==> config.mk <==
export PLATFORM = sky130hd
export DESIGN_NAME = enemy_hit_scanner_flat
export DESIGN_NICKNAME = d
export VERILOG_FILES = /design/src/rtl/enemy_hit_scanner_if.sv /design/src/rtl/enemy_hit_scanner.sv /design/src/flat_wrapper.sv
export SDC_FILE = /design/constraint.sdc
export NUM_CORES = 1
export LEC_CHECK = 0
export ABC_AREA = 1
export CELL_PAD_IN_SITES_DETAIL_PLACEMENT = 0
export CELL_PAD_IN_SITES_GLOBAL_PLACEMENT = 2
export CORE_MARGIN = 1
export CORE_UTILIZATION = 30
export DETAILED_ROUTE_END_ITERATION = 10
export PLACE_DENSITY = 0.92
export SYNTH_ARGS = -nofsm -noshare
export SYNTH_HDL_FRONTEND = slang
export SYNTH_SLANG_ARGS = --single-unit
==> constraint.sdc <==
create_clock -name clk25 -period 15 [get_ports clk25]
set_input_delay 1.5 -clock clk25 [delete_from_list [all_inputs] [get_ports clk25]]
set_output_delay 1.5 -clock clk25 [all_outputs]
set_load 0.02 [all_outputs]
==> src/rtl/enemy_hit_scanner_if.sv <==
// Bus between the collision engine and its neighbours: bullet/enemy positions in,
// alive mask, hit pulses and scan status out.
interface enemy_hit_scanner_if #(
    parameter int unsigned ENEMY_COUNT  = 17,
    parameter int unsigned BULLET_COUNT = 8,
    parameter int unsigned COORD_W      = 10
);
    logic                              frame_tick;
    logic                              respawn;
    logic [BULLET_COUNT*COORD_W-1:0]   bullet_x;
    logic [BULLET_COUNT*COORD_W-1:0]   bullet_y;
    logic [BULLET_COUNT-1:0]           bullet_active;
    logic [ENEMY_COUNT*COORD_W-1:0]    enemy_x;
    logic [ENEMY_COUNT*COORD_W-1:0]    enemy_y;
    logic [ENEMY_COUNT-1:0]            enemy_alive;
    logic [BULLET_COUNT-1:0]           bullet_hit;
    logic                              scan_done;
    logic [$clog2(ENEMY_COUNT+1)-1:0]  kill_count;
    logic                              busy;
    logic                              overrun;

    modport master (
        output frame_tick, respawn, bullet_x, bullet_y, bullet_active, enemy_x, enemy_y,
        input  enemy_alive, bullet_hit, scan_done, kill_count, busy, overrun
    );

    modport slave (
        input  frame_tick, respawn, bullet_x, bullet_y, bullet_active, enemy_x, enemy_y,
        output enemy_alive, bullet_hit, scan_done, kill_count, busy, overrun
    );
endinterface

==> src/rtl/enemy_hit_scanner.sv <==
// Time-multiplexed bullet-vs-enemy collision engine: one enemy per clock against all
// snapshotted bullets, with per-enemy hit points and a per-scan kill count.
module enemy_hit_scanner #(
    parameter int unsigned ENEMY_COUNT  = 17,
    parameter int unsigned BULLET_COUNT = 8,
    parameter int unsigned COORD_W      = 10,
    parameter int unsigned ENEMY_W      = 32,
    parameter int unsigned ENEMY_H      = 32,
    parameter int unsigned HP_W         = 2,
    parameter int unsigned HP_INIT      = 1
) (
    input  logic               clk25,
    input  logic               reset_n,
    enemy_hit_scanner_if.slave bus
);
    localparam int unsigned IDX_W  = (ENEMY_COUNT > 1) ? $clog2(ENEMY_COUNT) : 1;
    localparam int unsigned KILL_W = $clog2(ENEMY_COUNT + 1);
    localparam int unsigned SUM_W  = COORD_W + 1;

    typedef enum logic [1:0] {IDLE, SNAP, SCAN, DONE} state_t;

    state_t                          r_state;
    state_t                          w_state_nxt;
    logic                            w_overrun_set;

    logic [IDX_W-1:0]                r_idx;
    logic [BULLET_COUNT*COORD_W-1:0] r_snap_x;
    logic [BULLET_COUNT*COORD_W-1:0] r_snap_y;
    logic [BULLET_COUNT-1:0]         r_snap_act;
    logic [BULLET_COUNT-1:0]         r_consumed;
    logic [BULLET_COUNT-1:0]         r_hit_acc;
    logic [KILL_W-1:0]               r_kill_acc;
    logic [ENEMY_COUNT-1:0]          r_alive;
    logic [HP_W-1:0]                 r_hp [ENEMY_COUNT];

    logic [BULLET_COUNT-1:0]         r_bullet_hit;
    logic                            r_scan_done;
    logic [KILL_W-1:0]               r_kill_count;
    logic                            r_busy;
    logic                            r_overrun;

    logic [COORD_W-1:0]              w_ex_arr [ENEMY_COUNT];
    logic [COORD_W-1:0]              w_ey_arr [ENEMY_COUNT];
    logic [SUM_W-1:0]                w_ex_lo, w_ex_hi, w_ey_lo, w_ey_hi;
    logic [BULLET_COUNT-1:0]         w_cand;
    logic [BULLET_COUNT-1:0]         w_win;
    logic                            w_test;
    logic                            w_hit;
    logic                            w_kill;
    logic [HP_W-1:0]                 w_hp_dec;
    logic [BULLET_COUNT-1:0]         w_hit_acc_nxt;
    logic [KILL_W-1:0]               w_kill_acc_nxt;

    // Live enemy position mux selected by the scan index
    always_comb begin
        for (int i = 0; i < int'(ENEMY_COUNT); i++) begin
            w_ex_arr[i] = bus.enemy_x[i*COORD_W +: COORD_W];
            w_ey_arr[i] = bus.enemy_y[i*COORD_W +: COORD_W];
        end
    end

    // Hitbox bounds at one extra bit so enemies near the coordinate maximum never wrap
    assign w_ex_lo = {1'b0, w_ex_arr[r_idx]};
    assign w_ey_lo = {1'b0, w_ey_arr[r_idx]};
    assign w_ex_hi = w_ex_lo + SUM_W'(ENEMY_W);
    assign w_ey_hi = w_ey_lo + SUM_W'(ENEMY_H);

    always_comb begin
        logic [SUM_W-1:0] v_bx;
        logic [SUM_W-1:0] v_by;
        w_cand = '0;
        v_bx   = '0;
        v_by   = '0;
        for (int j = 0; j < int'(BULLET_COUNT); j++) begin
            v_bx = {1'b0, r_snap_x[j*COORD_W +: COORD_W]};
            v_by = {1'b0, r_snap_y[j*COORD_W +: COORD_W]};
            w_cand[j] = r_snap_act[j] && !r_consumed[j] &&
                        (v_bx >= w_ex_lo) && (v_bx < w_ex_hi) &&
                        (v_by >= w_ey_lo) && (v_by < w_ey_hi);
        end
    end

    // Lowest-index candidate wins: isolate the least significant set bit
    assign w_test         = (r_state == SCAN) && r_alive[r_idx];
    assign w_win          = w_test ? (w_cand & (~w_cand + BULLET_COUNT'(1))) : '0;
    assign w_hit          = |w_win;
    assign w_hp_dec       = r_hp[r_idx] - HP_W'(1);
    assign w_kill         = w_hit && (w_hp_dec == '0);
    assign w_hit_acc_nxt  = r_hit_acc | w_win;
    assign w_kill_acc_nxt = r_kill_acc + KILL_W'(w_kill);

    always_comb begin
        w_state_nxt   = r_state;
        w_overrun_set = 1'b0;
        case (r_state)
            IDLE: if (bus.frame_tick) w_state_nxt = SNAP;
            SNAP: w_state_nxt = SCAN;
            SCAN: if (r_idx == IDX_W'(ENEMY_COUNT - 1)) w_state_nxt = DONE;
            DONE: w_state_nxt = IDLE;
            default: w_state_nxt = IDLE;
        endcase
        if ((r_state == SNAP || r_state == SCAN) && bus.frame_tick)
            w_overrun_set = 1'b1;
        // Respawn aborts any scan and swallows a simultaneous frame_tick
        if (bus.respawn) begin
            w_state_nxt   = IDLE;
            w_overrun_set = 1'b0;
        end
    end

    always_ff @(posedge clk25 or negedge reset_n) begin
        if (!reset_n) r_state <= IDLE;
        else          r_state <= w_state_nxt;
    end

    always_ff @(posedge clk25 or negedge reset_n) begin
        if (!reset_n) begin
            r_idx        <= '0;
            r_snap_x     <= '0;
            r_snap_y     <= '0;
            r_snap_act   <= '0;
            r_consumed   <= '0;
            r_hit_acc    <= '0;
            r_kill_acc   <= '0;
            r_alive      <= '0;
            for (int i = 0; i < int'(ENEMY_COUNT); i++) r_hp[i] <= '0;
            r_bullet_hit <= '0;
            r_scan_done  <= 1'b0;
            r_kill_count <= '0;
            r_busy       <= 1'b0;
            r_overrun    <= 1'b0;
        end else begin
            r_scan_done  <= (w_state_nxt == DONE);
            r_busy       <= (w_state_nxt == SNAP) || (w_state_nxt == SCAN);
            r_bullet_hit <= (w_state_nxt == DONE) ? w_hit_acc_nxt : '0;
            if (w_state_nxt == DONE) r_kill_count <= w_kill_acc_nxt;

            if (bus.respawn)       r_overrun <= 1'b0;
            else if (w_overrun_set) r_overrun <= 1'b1;

            if (r_state == SNAP) begin
                r_snap_x   <= bus.bullet_x;
                r_snap_y   <= bus.bullet_y;
                r_snap_act <= bus.bullet_active;
                r_consumed <= '0;
                r_hit_acc  <= '0;
                r_kill_acc <= '0;
                r_idx      <= '0;
            end

            if (r_state == SCAN) begin
                r_idx      <= r_idx + IDX_W'(1);
                r_consumed <= r_consumed | w_win;
                r_hit_acc  <= w_hit_acc_nxt;
                r_kill_acc <= w_kill_acc_nxt;
                if (w_hit) begin
                    r_hp[r_idx] <= w_hp_dec;
                    if (w_kill) r_alive[r_idx] <= 1'b0;
                end
            end

            if (bus.respawn) begin
                r_alive <= '1;
                for (int i = 0; i < int'(ENEMY_COUNT); i++) r_hp[i] <= HP_W'(HP_INIT);
            end
        end
    end

    assign bus.enemy_alive = r_alive;
    assign bus.bullet_hit  = r_bullet_hit;
    assign bus.scan_done   = r_scan_done;
    assign bus.kill_count  = r_kill_count;
    assign bus.busy        = r_busy;
    assign bus.overrun     = r_overrun;

endmodule

==> src/flat_wrapper.sv <==
// flat-port wrapper written by rule: the top's interface ports become plain ports
module enemy_hit_scanner_flat 
#(
    parameter int unsigned ENEMY_COUNT  = 17,
    parameter int unsigned BULLET_COUNT = 8,
    parameter int unsigned COORD_W      = 10,
    parameter int unsigned ENEMY_W      = 32,
    parameter int unsigned ENEMY_H      = 32,
    parameter int unsigned HP_W         = 2,
    parameter int unsigned HP_INIT      = 1
)
  (clk25, reset_n, bus_frame_tick, bus_respawn, bus_bullet_x, bus_bullet_y, bus_bullet_active, bus_enemy_x, bus_enemy_y, bus_enemy_alive, bus_bullet_hit, bus_scan_done, bus_kill_count, bus_busy, bus_overrun);
  enemy_hit_scanner_if #(.ENEMY_COUNT(ENEMY_COUNT), .BULLET_COUNT(BULLET_COUNT), .COORD_W(COORD_W)) bus_i ();
  input  logic clk25;
  input  logic reset_n;
  input wire logic [$bits(bus_i.frame_tick)-1:0] bus_frame_tick;
  input wire logic [$bits(bus_i.respawn)-1:0] bus_respawn;
  input wire logic [$bits(bus_i.bullet_x)-1:0] bus_bullet_x;
  input wire logic [$bits(bus_i.bullet_y)-1:0] bus_bullet_y;
  input wire logic [$bits(bus_i.bullet_active)-1:0] bus_bullet_active;
  input wire logic [$bits(bus_i.enemy_x)-1:0] bus_enemy_x;
  input wire logic [$bits(bus_i.enemy_y)-1:0] bus_enemy_y;
  output wire logic [$bits(bus_i.enemy_alive)-1:0] bus_enemy_alive;
  output wire logic [$bits(bus_i.bullet_hit)-1:0] bus_bullet_hit;
  output wire logic [$bits(bus_i.scan_done)-1:0] bus_scan_done;
  output wire logic [$bits(bus_i.kill_count)-1:0] bus_kill_count;
  output wire logic [$bits(bus_i.busy)-1:0] bus_busy;
  output wire logic [$bits(bus_i.overrun)-1:0] bus_overrun;
  assign bus_i.frame_tick = bus_frame_tick;
  assign bus_i.respawn = bus_respawn;
  assign bus_i.bullet_x = bus_bullet_x;
  assign bus_i.bullet_y = bus_bullet_y;
  assign bus_i.bullet_active = bus_bullet_active;
  assign bus_i.enemy_x = bus_enemy_x;
  assign bus_i.enemy_y = bus_enemy_y;
  assign bus_enemy_alive = bus_i.enemy_alive;
  assign bus_bullet_hit = bus_i.bullet_hit;
  assign bus_scan_done = bus_i.scan_done;
  assign bus_kill_count = bus_i.kill_count;
  assign bus_busy = bus_i.busy;
  assign bus_overrun = bus_i.overrun;
  enemy_hit_scanner #(.ENEMY_COUNT(ENEMY_COUNT), .BULLET_COUNT(BULLET_COUNT), .COORD_W(COORD_W), .ENEMY_W(ENEMY_W), .ENEMY_H(ENEMY_H), .HP_W(HP_W), .HP_INIT(HP_INIT)) u_core (.clk25(clk25), .reset_n(reset_n), .bus(bus_i));
endmodule
### After elaboration in Yosys (flattened, before gate mapping)

Index checks and enable logic that the tools add are counted.

| storage, ports and cells | value |
|---|---|
| bits in registers | 263 |
| input port bits | 512 |
| output and inout port bits | 33 |
| logic and storage cells | 191 |

| operators by class | value |
|---|---|
| $add $sub $neg | 6 |
| $lt $le $gt $ge | 36 |
| equality and inequality tests | 7 |
| muxes and demuxes | 39 |
| bitwise operators | 7 |
| reductions and logical operators | 65 |

Operators with widths:

| operator | number |
|---|---|
| $lt A10 B11 Y1 | 16 |
| $ge A10 B10 Y1 | 16 |
| $mux W34 | 3 |
| $bmux W10 S5 | 2 |
| $mux W17 | 4 |
| $logic_and A1 B1 Y1 | 45 |
| $mux W10 | 4 |
| $mux W8 | 5 |
| $bwmux W34 | 1 |
| $add A10 B6 Y11 const B | 2 |
| $and A17 B17 Y17 | 1 |
| $not A17 Y17 | 1 |
| $or A8 B8 Y8 | 2 |
| $mux W5 | 3 |
| $mux W2 | 6 |
| $bmux W2 S5 | 1 |
| $demux W2 S5 | 1 |
| $reduce_bool A2 Y1 | 5 |
| $add A8 B1 Y8 const B | 1 |
| $and A8 B8 Y8 | 1 |
| $eq A2 B2 Y1 const B | 4 |
| $logic_not A1 Y1 | 8 |
| $not A8 Y8 | 1 |
| $pmux W2 S4 | 1 |
| other kinds (18) | 26 |

### Logic depth before layout (Yosys ltp)

| depth | value |
|---|---|
| depth in word-level cells | 19 |
| mapped depth | 36 |
| depth with buffers taken out | 34 |

### Least setup slack after synthesis

Ideal clock, no wire load.

| timing path | value |
|---|---|
| path type | input to register |
| from | input port bus_enemy_y[6] |
| to | register u_core.r_kill_count[4], in the netlist u_core.bus.kill_count[4] |
| library setup time | 0.083 ns |
| arrival | 5.113 ns |
| required time | 14.917 ns |
| slack | 9.804 ns |
| stages | 33 |
| buffers on the path | 0 |
| path through | nor2_1 -> nor2_1 -> o21ai_1 -> o21ai_1 -> nand2_1 -> nand3_1 -> nor2_2 -> inv_1 -> ha_1 -> inv_1 -> ha_1 -> a21oi_1 -> a21boi_0 -> o21ai_0 -> nand3_1 -> nand2_1 -> a21o_1 -> nand2_1 -> nand2_1 -> nor2_1 -> nand2_2 -> nand2_1 -> inv_2 -> nand3_2 -> nor2_4 -> o21ai_4 -> a21boi_0 -> ha_1 -> ha_1 -> nand3_1 -> xor2_1 -> inv_1 -> o21ai_0 |

| between the ends | value |
|---|---|
| longest elaborated chain between the ends | 13 |
| elaborated cells between the ends (all ways) | 43 |
| those cells by class | 3 x add/sub; 16 x order compare; 4 x mux; 2 x bitwise; 18 x reduce/logical |

RTL lines:

| item | line | RTL |
|---|---|---|
| start: declaration | flat_wrapper.sv:22 | `input wire logic [$bits(bus_i.enemy_y)-1:0] bus_enemy_y;` |
| $bmux W10 S5 * | enemy_hit_scanner.sv:64 | `assign w_ey_lo = {1'b0, w_ey_arr[r_idx]};` |
| $mux W10 (not written as such) * (2 in series) | enemy_hit_scanner.sv:64 |  |
| $add A10 B6 Y11 or $ge A10 B10 Y1 (tied branches) | enemy_hit_scanner.sv:66, enemy_hit_scanner.sv:79 |  |
| $lt A10 B11 Y1 or $logic_and A1 B1 Y1 (tied branches) | enemy_hit_scanner.sv:79, enemy_hit_scanner.sv:78 |  |
| $logic_and A1 B1 Y1 | enemy_hit_scanner.sv:79 | `(v_by >= w_ey_lo) && (v_by < w_ey_hi);` |
| $not A8 Y8 | enemy_hit_scanner.sv:85 | `assign w_win = w_test ? (w_cand & (~w_cand + BULLET_COUNT'(1))) : '0;` |
| $add A8 B1 Y8 | enemy_hit_scanner.sv:85 |  |
| $and A8 B8 Y8 * | enemy_hit_scanner.sv:85 |  |
| $mux W8 * | enemy_hit_scanner.sv:85 |  |
| $reduce_or A8 Y1 * | enemy_hit_scanner.sv:86 | `assign w_hit = \|w_win;` |
| $logic_and A1 B1 Y1 * | enemy_hit_scanner.sv:88 | `assign w_kill = w_hit && (w_hp_dec == '0);` |
| $add A5 B1 Y5 * | enemy_hit_scanner.sv:90 | `assign w_kill_acc_nxt = r_kill_acc + KILL_W'(w_kill);` |
| end signal: assignment | enemy_hit_scanner.sv:136 | `if (w_state_nxt == DONE) r_kill_count <= w_kill_acc_nxt;` |
| end: declaration | enemy_hit_scanner.sv:38 | `logic [KILL_W-1:0] r_kill_count;` |

Every way passes the cells marked *; elsewhere a longest branch is shown, timed or not. The select of a mux whose other input is x is not followed.
A chain may end at the register's enable or synchronous reset.

### Worst setup path in the final report

| timing path | value |
|---|---|
| from | register u_core.r_idx[0] |
| to | register u_core.r_kill_count[4], in the netlist u_core.bus.kill_count[4] |

| between the ends | value |
|---|---|
| longest elaborated chain between the ends | 16 |
| elaborated cells between the ends (all ways) | 93 |
| those cells by class | 5 x add/sub; 32 x order compare; 2 x eq/ne; 15 x mux; 3 x bitwise; 36 x reduce/logical |

RTL lines:

| item | line | RTL |
|---|---|---|
| start: declaration | enemy_hit_scanner.sv:26 | `logic [IDX_W-1:0] r_idx;` |
| start signal: assignment | enemy_hit_scanner.sv:152 | `r_idx <= r_idx + IDX_W'(1);` |
| $not A5 Y6 (not written as such) | enemy_hit_scanner.sv:63, enemy_hit_scanner.sv:64, enemy_hit_scanner.sv:87 |  |
| $bmux W10 S5 | enemy_hit_scanner.sv:63 | `assign w_ex_lo = {1'b0, w_ex_arr[r_idx]};` |
| $mux W10 (not written as such) (2 in series) | enemy_hit_scanner.sv:63 |  |
| $add A10 B6 Y11 or $ge A10 B10 Y1 (tied branches) | enemy_hit_scanner.sv:65, enemy_hit_scanner.sv:78 |  |
| $lt A10 B11 Y1 or $logic_and A1 B1 Y1 (tied branches) | enemy_hit_scanner.sv:78, enemy_hit_scanner.sv:77 |  |
| $logic_and A1 B1 Y1 (2 in series) | enemy_hit_scanner.sv:78 | `(v_bx >= w_ex_lo) && (v_bx < w_ex_hi) &&` |
| $logic_and A1 B1 Y1 | enemy_hit_scanner.sv:79 |  |
| $not A8 Y8 | enemy_hit_scanner.sv:85 |  |
| $add A8 B1 Y8 | enemy_hit_scanner.sv:85 |  |
| $and A8 B8 Y8 | enemy_hit_scanner.sv:85 |  |
| $mux W8 | enemy_hit_scanner.sv:85 |  |
| $reduce_or A8 Y1 | enemy_hit_scanner.sv:86 |  |
| $logic_and A1 B1 Y1 | enemy_hit_scanner.sv:88 |  |
| $add A5 B1 Y5 | enemy_hit_scanner.sv:90 |  |

Several ways; a longest one is shown, not always the timed one. The select of a mux whose other input is x is not followed.

==> metrics <==
Non-Filler Instances 3910; Critical Path Max Stage Delay 930 ps; Logic pwr share 62.7%; endpoints failing hold 0; Root Driver clkbuf_16; WS Path Type reg -> reg; top_reg_cell synth dfrtp_1; Worst EP arrival 7080 ps; clk slew on worst S/H paths 60 ps; largest net degree at the start of global routing 88; critical path required time 15460 ps; YS warnings 0; Worst path slowest cell dfrtp_4; CP max FO 71; Clock Latency Late Sink 550 ps; sw frac 48.5%; Hold Crit Class reg -> reg; outcome finished, final reports clean; GR Util All Layers 22.5%; initial antenna violation count 1; CTS max path bufs 3; synthesized flop and latch total 263; Slew headroom 30.6%; setup bufs post-CTS 0; worst vdd ir 0.0825 mV; gr ovfl total 0; vias in the first global route 20100; Design Area, Final 27400 um2; DR vias 20000; DR pass1 iterations 5; clk sinks 263; Yosys cell types 48; Max Cap Viol 0; total negative slack 0 ps; Post-synth EDFFs 0; # rows 94; Inserted Clock Buffers 34; Post-DRT Antenna Nets 0; pwr/cell area 203 nW/um2; ANT cells 0; NumNets Final 3780; Synth Instances 2530; Cell Area, Synth 20000 um2; PostCTS Resize Cnt 0; Worst Tran Pin Value 1040 ps; FMAX 151 MHz; CTS tree yes; Clock power frac 15.4%; htree depth 2; Critical Path Source u_core.r_idx[0]; Avg Synthesized Cell Area 7.92 um2; Pint 0.00286 W; area of the core 65900 um2; syn nets 3287; GPL Wtd Cong 0.888; WHS 485 ps; min-delay src u_core.r_hit_acc[7]; PortBufs 544; sequential fraction of the synthesis area 32.9%; DR DRC count 0; Layout Skew 35.1 ps; Chip Width 260 um; Critical Path End Type register; DP Cell Count 3851; Die H 260 um; CP most frequent cell nand2_1; starting DRC count in detailed routing 1187; Total Wirelength 78.2 mm; Reg2Reg Depth 33; Slew Limit Fails 0; ys async rst share 100%; hold path cells 2; starting density of the core 30.4%; Psw 0.00269 W; Tmin final 6620 ps; post-cts hold buffer count 0; first-pass GRT wire length 117 mm; via-per-instance ratio 5.12; CP startpoint kind register; Routed WL per cell 20.0 um; crit share post-route 44.1%; area grow syn2layout 36.9%; Cell Area, Placed 26300 um2; post-DP HPWL 60.3 mm; die footprint 67800 um2; Leakage 12.2 nW; Setup-failing EPs final 0; Reg power frac 21.9%; io pins 545; reg2reg start u_core.r_idx[0]; ratio of cells with drive above 1 in the final layout 9.26%; RSZ-0062 raised after global routing no
==> metrics by stage <==
step / power (W) / util, % / setup slack (ps)
floorplan: 0.00356 / - / 9800
global placement: 0.00463 / 39.9 / 8080
detailed placement: 0.00470 / 39.9 / 8080
CTS: 0.00560 / 41.6 / 8340
global route: 0.00611 / 41.6 / 7740
finish: 0.00555 / 41.6 / 8380
==> path summary, 6_finish.rpt <==
kind / end / slack [ps]
setup / recovery: u_core.bus.kill_count[4] / 8380
hold / removal: u_core.bus.bullet_hit[7] / 490
setup reg to reg: u_core.bus.kill_count[4] / 8380
hold reg to reg: u_core.bus.bullet_hit[7] / 490
max in group asynchronous: u_core.r_snap_y[65] / 11860
min in group asynchronous: u_core.r_snap_x[52] / 890
==> metal layers <==
layer | wire (um) | GRT usage, % | vias up
li1 | - | - | 9739
met1 | 32900 | 28.1 | 9558
met2 | 38900 | 40.0 | 610
met3 | 4270 | 3.08 | 118
met4 | 2160 | 6.60 | 2
met5 | 17 | 0 | -
==> placed cells by master, fill, tap and decap left out, drive strengths merged, types with 5 or more instances in the layout <==
master           n
clkbuf          47
nand3          190
nor2           306
nor3            17
a21oi          128
buf             28
clkinv           8
a211oi          15
o21a             9
o211ai           9
mux2           144
a21boi           9
xor2             5
a21o             9
ha             245
clkdlybuf4s50  543
o22ai           70
dfrtp          263
nand2          489
nor4            12
a221oi          10
o2111ai          9
o21ai          246
nand4           24
o21bai          13
inv            176
==> cells in the mapped netlist, drive strengths merged (17+ instances only) <==
library cell,number,area share [%]
nand4,24,0.78
o21ai,246,6.2
nand3,190,4.9
a21oi,128,3.2
nand2,489,9.4
ha,245,15
buf,39,1.4
dfrtp,263,33
mux2,144,8.1
inv,175,3.3
clkbuf,75,1.4
nor3,17,0.45
nor2,306,6.0
o22ai,70,2.2
==> state kept, by name (all words and copies together), names as in the netlist <==
register                cells
u_core.r_idx                5
u_core.bus.bullet_hit       8
u_core.r_snap_x            80
u_core.r_snap_y            80
u_core.r_hit_acc            8
u_core.bus.enemy_alive     17
u_core.bus.kill_count       5
u_core.r_state              2
u_core.r_hp                34
u_core.bus.busy             1
u_core.r_kill_acc           5
u_core.bus.scan_done        1
u_core.r_consumed           8
u_core.r_snap_act           8
u_core.bus.overrun          1
==> power groups by stage <==
| stage | logic (W) | registers, W | clock network [W] |
|---|---|---|---|
| 2_1_floorplan | 0.00246 | 0.00110 | 0 |
| 3_3_place_gp | 0.00341 | 0.00122 | 0 |
| 3_5_place_dp | 0.00348 | 0.00123 | 0 |
| 4_1_cts | 0.00350 | 0.00122 | 0.000881 |
| 5_1_grt | 0.00396 | 0.00125 | 0.000910 |
| 6_report | 0.00348 | 0.00121 | 0.000857 |
==> worst max-delay path: cells and delay by family (launching register included) <==
kind,cells,cell delay [ps]
DFF,1,930
and+or+nand+nor,13,1390
xor gates and xnor gates,1,150
buffers and inverters,6,1330
adders and majority gates,4,1320
AOI/OAI and AO/OA,9,1330
==> logic make-up after synthesis <==
group / Yosys count / synth area share (%)
fa+ha+maj: 245 / 15.3
buf+inv: 291 / 6.14
simple gates: 1039 / 21.9
flops: 263 / 32.9
xor+xnor: 9 / 0.393
mux: 144 / 8.09
compound gates: 539 / 15.3
==> layout make-up <==
class / instances / area, um2
clock buffer: 47 / 990
fill: 6680 / 38400
inverter: 177 / 668
tap: 864 / 1080
timing repair buffer: 571 / 5650
sequential: 263 / 6590
clock inverter: 12 / 178
multi-input combinational: 1976 / 12300
Power figures use the tool's default switching activity.
